`src/rtl/timer_counter_pkg.sv`:
```
// Shared definitions for the memory-mapped down-counting timer: FSM encodings, register offsets, CTRL fields, bus bases.
// Combinational helpers only; no state and no handshakes.
package tc_defs;

  typedef enum logic [1:0] {
    ST_IDLE = 2'd0,
    ST_LOAD = 2'd1,
    ST_CNT  = 2'd2,
    ST_INT  = 2'd3
  } tc_state_e;

  localparam logic [1:0] OFF_CTRL   = 2'd0;
  localparam logic [1:0] OFF_PRESET = 2'd1;
  localparam logic [1:0] OFF_COUNT  = 2'd2;
  localparam logic [1:0] OFF_RSVD   = 2'd3;

  localparam int CTRL_EN      = 0;
  localparam int CTRL_MODE_LO = 1;
  localparam int CTRL_MODE_HI = 2;
  localparam int CTRL_IM      = 3;

  localparam logic [31:0] TC0_BASE = 32'h0000_7f00;
  localparam logic [31:0] TC1_BASE = 32'h0000_7f10;

  // CTRL keeps only four bits; the rest of the word always reads as zero.
  function automatic logic [31:0] ctrl_word(input logic [3:0] ctrl);
    return {28'd0, ctrl};
  endfunction

endpackage

```
`src/rtl/timer_counter.sv`:
```
// 32-bit memory-mapped down-counting timer with one-shot and auto-reload modes plus a maskable level IRQ.
// Read data and IRQ are combinational (zero latency); writes always win over counting, stalling the FSM for that cycle.
module timer_counter
  import tc_defs::*;
(
  input  logic        clk,
  input  logic        reset,
  input  logic [31:2] Addr,
  input  logic        WE,
  input  logic [31:0] Din,
  output logic [31:0] Dout,
  output logic        IRQ
);

  logic [3:0]  ctrl_q;
  logic [31:0] preset_q;
  logic [31:0] count_q;
  logic        irq_q;
  tc_state_e   state_q;

  logic [1:0]  offset;
  logic        enable;
  logic [1:0]  mode;
  logic        count_last_d;
  logic [31:0] count_dec_d;
  logic        unused_addr;

  assign offset       = Addr[3:2];
  assign unused_addr  = ^Addr[31:4];
  assign enable       = ctrl_q[CTRL_EN];
  assign mode         = ctrl_q[CTRL_MODE_HI:CTRL_MODE_LO];
  // A COUNT of 0 or 1 both terminate, so the counter never wraps below zero.
  assign count_last_d = (count_q <= 32'd1);
  assign count_dec_d  = count_q - 32'd1;

  always_ff @(posedge clk) begin
    if (reset) begin
      ctrl_q   <= 4'd0;
      preset_q <= 32'd0;
      count_q  <= 32'd0;
      irq_q    <= 1'b0;
      state_q  <= ST_IDLE;
    end else if (WE) begin
      case (offset)
        OFF_CTRL:   ctrl_q   <= Din[3:0];
        OFF_PRESET: preset_q <= Din;
        default:    ;
      endcase
    end else begin
      case (state_q)
        ST_IDLE: begin
          if (enable) begin
            irq_q   <= 1'b0;
            state_q <= ST_LOAD;
          end
        end
        ST_LOAD: begin
          count_q <= preset_q;
          state_q <= ST_CNT;
        end
        ST_CNT: begin
          if (!enable) begin
            state_q <= ST_IDLE;
          end else if (!count_last_d) begin
            count_q <= count_dec_d;
          end else begin
            count_q <= 32'd0;
            irq_q   <= 1'b1;
            state_q <= ST_INT;
          end
        end
        ST_INT: begin
          // One-shot parks with the flag held until software re-enables; auto-reload drops it after one cycle.
          if (mode == 2'd0) begin
            ctrl_q[CTRL_EN] <= 1'b0;
          end else begin
            irq_q <= 1'b0;
          end
          state_q <= ST_IDLE;
        end
        default: state_q <= ST_IDLE;
      endcase
    end
  end

  always_comb begin
    Dout = 32'd0;
    case (offset)
      OFF_CTRL:   Dout = ctrl_word(ctrl_q);
      OFF_PRESET: Dout = preset_q;
      OFF_COUNT:  Dout = count_q;
      default:    Dout = 32'd0;
    endcase
  end

  assign IRQ = ctrl_q[CTRL_IM] & irq_q;

endmodule

```
`config.mk`:
```
export PLATFORM = sky130hd
export DESIGN_NAME = timer_counter
export DESIGN_NICKNAME = d
export VERILOG_FILES = /design/src/rtl/timer_counter_pkg.sv /design/src/rtl/timer_counter.sv
export SDC_FILE = /design/constraint.sdc
export NUM_CORES = 1
export LEC_CHECK = 0
export ABC_CLOCK_PERIOD_IN_PS = 9450
export BUFFER_PORTS_ARGS = -buffer_cell sky130_fd_sc_hd__buf_4
export CORE_MARGIN = 1.5
export CORE_UTILIZATION = 46
export DETAILED_ROUTE_END_ITERATION = 8
export HOLD_SLACK_MARGIN = 0.05
export PLACE_DENSITY = 0.7
export SLEW_MARGIN = 10
export SYNTH_ARGS = -nofsm -noshare
export SYNTH_HDL_FRONTEND = slang
export SYNTH_SLANG_ARGS = --single-unit
```
`constraint.sdc`:
```
create_clock -name clk -period 9.45 [get_ports clk]
set_input_delay 2.835 -clock clk [delete_from_list [all_inputs] [get_ports clk]]
set_output_delay 2.835 -clock clk [all_outputs]
set_load 0.01 [all_outputs]
```
# After elaboration in Yosys (flattened, before gate mapping)
# Cells that the tools add are included.
[op_classes] n_lt_le_gt_ge=1 add_sub_neg=1 n_eq_ne=11 n_reduce_logical=13 n_bitwise=2 muxes=17
[op_table] operator="$pmux W32 S3" n=1
[op_table] operator="$mux W32" n=2
[op_table] operator="$pmux W32 S2" n=1
[op_table] operator="$le A32 B1 Y1 const B" n=1
[op_table] operator="$sub A32 B1 Y32 const B" n=1
[op_table] operator="$reduce_and A3 Y1" n=3
[op_table] operator="$mux W1" n=8
[op_table] operator="$ne A2 B2 Y1 const B" n=4
[op_table] operator="$pmux W2 S4" n=1
[op_table] operator="$eq A2 B2 Y1 const B" n=3
[op_table] operator="$logic_not A2 Y1" n=3
[op_table] operator="$mux W2" n=3
[op_table] operator="$reduce_and A6 Y1" n=1
[op_table] operator="$reduce_bool A2 Y1" n=3
[op_table] operator="$eq A2 B1 Y1 const B" n=2
[op_table] operator="$reduce_and A2 Y1" n=2
[op_table] operator="$ne A3 B3 Y1 const B" n=1
[op_table] operator="$pmux W1 S3" n=1
[op_table] operator="$reduce_bool A3 Y1" n=1
[op_table] operator="$ne A2 B1 Y1 const B" n=1
[op_table] operator="$and A1 B1 Y1" n=1
[op_table] operator="$not A1 Y1" n=1
[word_totals] register_bits=71 in_bits=65 wordCells=51

# Longest topological paths before layout
[depth] depth_word=4 mapped_depth=9 ltp_nobuf=8

# Worst setup path before layout
# OpenSTA, ideal clock, no wires.
[synth_timing] path_type="input to output" from="in Addr[2] (netlist name)" to="out Dout[10]" slack_ns=2.508 cell_stages=5 arrival_ns=4.107 t_required_ns=6.615 path_cell_list="clkbuf_1 -> nor2b_1 -> clkbuf_1 -> buf_1 -> a22o_1"
[synth_between] elab_chain_len=2 word_cells_on_any_way=4 classes_between="eq/ne (2); mux (1); reduce/logical (1)"
[synth_lines] item="from (decl)" line_no="timer_counter.sv:8" text="input logic [31:2] Addr,"
[synth_lines] item="$eq A2 B2 Y1, or another cell as far along" line_no="timer_counter.sv:88" text="case (offset)"
[synth_lines] item="$pmux W32 S3 (*)" line_no="timer_counter.sv:88"
[synth_lines] item="to (decl)" line_no="timer_counter.sv:11" text="output logic [31:0] Dout,"
# Mark *: on every way between the ends. The rest lies on a longest branch, timed or not.

# Worst setup path after layout
[layout_timing] from="in Addr[2] (netlist name)" to="out Dout[29]"
# The elaborated chain is that of the path after synthesis.

==> impl_metrics.tcl <==
set metrics [dict create \
    startpoint_type "input port" \
    status "complete, no violations" \
    setup_viol 0 \
    tns_ns 0 \
    netlist_area_sq_mm 0.00405 \
    finalCritPeriodShare_pct 74.4 \
    htree_levels 3 \
    yosys.area.top_type "dfxtp_1" \
    dp_hpwl_um 7090 \
    coreArea_sq_mm 0.00864 \
    drc 0 \
    grt_overflow 0 \
    post_cts_buffers 0 \
    netlist.area_leader.share_pct 35.1 \
    path_clk_slew_ns 0.06 \
    ys_warn_count 0 \
    slew_viol_final 0 \
    fin_worst_skew_ns 0.0109 \
    grt_pass1_wl_um 18500 \
    num_antenna_cells 0 \
    path_class "input port to primary output" \
    drt-initial-drc-count 195 \
    totalWireLength_um 11000 \
    fp.dieW_um 96.8 \
    path_max_fanout 19 \
    drive_gt1_share_pct 17.7 \
    track_usage_pct 23.9 \
    critPathArrivalTime_ns 4.20 \
    layout.cells.non_filler 684 \
    leakagePower_nw 1.77 \
    synth_seq_cells 71 \
    die_area_sq_mm 0.00937 \
    cts_sinks 71 \
    place_congestion 0.856 \
    min_period_ns 7.03 \
    syn_avg_cell_area_sq_um 7.65 \
    synth.area.top_cells "dfxtp_1 (35%), nand2_1 (8.1%), a21oi_1 (7.2%), a22o_1 (5.8%), o21ai_0 (4.0%)" \
    ys_seq_area_share_pct 35.1 \
    cp.required_ns 6.62 \
    clock_path_buffers 2 \
    ant_nets 0 \
    wl_per_cell_um 16.0 \
    drtPass1Iterations 5 \
    cts-root-buf "clkbuf_8" \
    initial_core_util_pct 46.8 \
    rows 34 \
    area_growth_pct 16.6 \
    layout.nets 643 \
    worst-path-buf-inv 3 \
    powerDensity_mw_per_mm2 130 \
    crit_chain "buf_4 > nor2b_2 > buf_4 > a22o_1 > buf_4" \
    ir_drop_mv 0.0576 \
    critPathCaptureType "primary output" \
    clock_latency_ns 0.35 \
    max_freq_mhz 142 \
    slew_headroom_pct 21.4 \
    cp_top_family "buffers and inverters" \
    hold_class "flop to flop" \
    async_flop_share_pct 0 \
    worstMarginPinSlew_ns 1.18 \
    cts_buffers 9 \
    grt_max_degree 72 \
    pin_count 98 \
    power_mw 0.612 \
    path_common_cell "buf_4" \
    syn_nets 601 \
    port_buffers 69 \
    max_stage_delay_ns 0.50 \
    cts_resized 0 \
    antenna_found_initial 0 \
    grt_pass1_vias 3842 \
    synth_cells 529 \
    synth_flop_cell "dfxtp_1" \
    holdBufCountCts 0 \
    rsz0062_at_grt "false" \
    die_h_um 96.8 \
    crit_path_top_delay_cell "nor2b_2" \
    cap_violations 0 \
    via_count 4098 \
    fillers 843 \
    cts_tree "done" \
    synth_edf_count 0 \
    routed_via_density 5.99 \
    dp.cells 668 \
    ys_types 54 \
    finalHoldViolations 0 \
]
## registers in the layout, summed over array words and instances, names as in the netlist
register,cells
preset_q,32
irq_q,1
ctrl_q,4
state_q,2
count_q,32
## path summary, 6_finish.rpt
check                                  start      endpoint  slack (ns)  cells after the start
worst max register to register   count_q[20]    count_q[4]        6.37                      6
worst max-delay path                 Addr[2]      Dout[29]        2.42                      5
worst min-delay path            preset_q[26]  preset_q[26]        0.47                      2
worst min register to register  preset_q[26]  preset_q[26]        0.47                      2
## power breakdown
group / internal (mW) / switching [mW]
sequential: 0.305 / 0.00567
combinational: 0.0299 / 0.0463
clock: 0.109 / 0.115
## Yosys cell counts, drive strengths merged (7+ instances only)
| library cell | instances |
|---|---|
| nand2 | 87 |
| nor4 | 10 |
| nor2 | 35 |
| a22o | 28 |
| a22oi | 9 |
| mux2i | 7 |
| nor3 | 20 |
| dfxtp | 71 |
| or3 | 9 |
| ha | 7 |
| nor2b | 8 |
| o21ai | 32 |
| nor3b | 15 |
| clkbuf | 31 |
| a21oi | 58 |
| inv | 16 |
| buf | 11 |
## worst reg2reg max path: cells and delay by family (launching register included)
kind	cells	cell delay, ns
AO/OA/AOI/OAI	3	1.36
AND/OR/NAND/NOR	3	1.20
flip-flops	1	0.36
## routing by layer
| layer | wire [um] | vias up | GRT usage, % |
|---|---|---|---|
| li1 | - | 2013 | - |
| met1 | 4920 | 1959 | 31.3 |
| met2 | 5320 | 110 | 39.0 |
| met3 | 527 | 16 | 3.83 |
| met4 | 204 | 0 | 9.92 |
| met5 | 0 | - | 0 |
## kinds of logic after synthesis
group                      count (synthesis)  synth area share, %
and+or+nand+nor                          214                 26.6
AOI/OAI and AO/OA                        170                 27.6
DFF                                       71                 35.1
buffers and inverters                     59                 6.50
muxes                                      7                 1.73
adders and majority gates                  7                 2.17
xor gates and xnor gates                   1                0.217
## cell usage in the layout, fill, tap and decap left out, drive strengths merged, types with 2 or more instances in the layout
master	instances
a21boi	5
a21oi	58
a221oi	5
a22o	28
a22oi	9
a31oi	5
and2	2
buf	74
clkbuf	13
clkinv	2
dfxtp	71
ha	7
inv	16
mux2i	7
nand2	87
nand2b	4
nand3	4
nand3b	4
nand4	5
nor2	35
nor2b	8
nor3	20
nor3b	15
nor4	10
o211ai	3
o21ai	32
o221ai	3
o22ai	2
o31ai	6
o32ai	6
o41ai	2
or3	9
or4	6
## layout make-up
| cell class | count | area (sq um) | area share (%) |
|---|---|---|---|
| inverter | 16 | 60.1 | 1.27 |
| multi-input combinational | 399 | 2370 | 50.2 |
| clock inverter | 3 | 17.5 | 0.371 |
| sequential | 71 | 1420 | 30.1 |
| tap | 108 | 135 | 2.87 |
| clock buffer | 13 | 159 | 3.37 |
| timing repair buffer | 74 | 556 | 11.8 |
## stage by stage
| step | instance area, sq um | util (%) | hold slack [ns] | setup slack [ns] |
|---|---|---|---|---|
| 2_1_floorplan | 4050 | - | 0.444 | 2.51 |
| 3_3_place_gp | 4540 | 52.6 | 0.455 | 2.42 |
| 3_5_place_dp | 4540 | 52.6 | 0.458 | 2.42 |
| 4_1_cts | 4710 | 54.6 | 0.469 | 2.41 |
| 5_1_grt | 4720 | 54.6 | 0.489 | 2.35 |
| 6_report | 4720 | 54.6 | 0.472 | 2.42 |
Note: power is estimated with default switching activity, not from simulation.
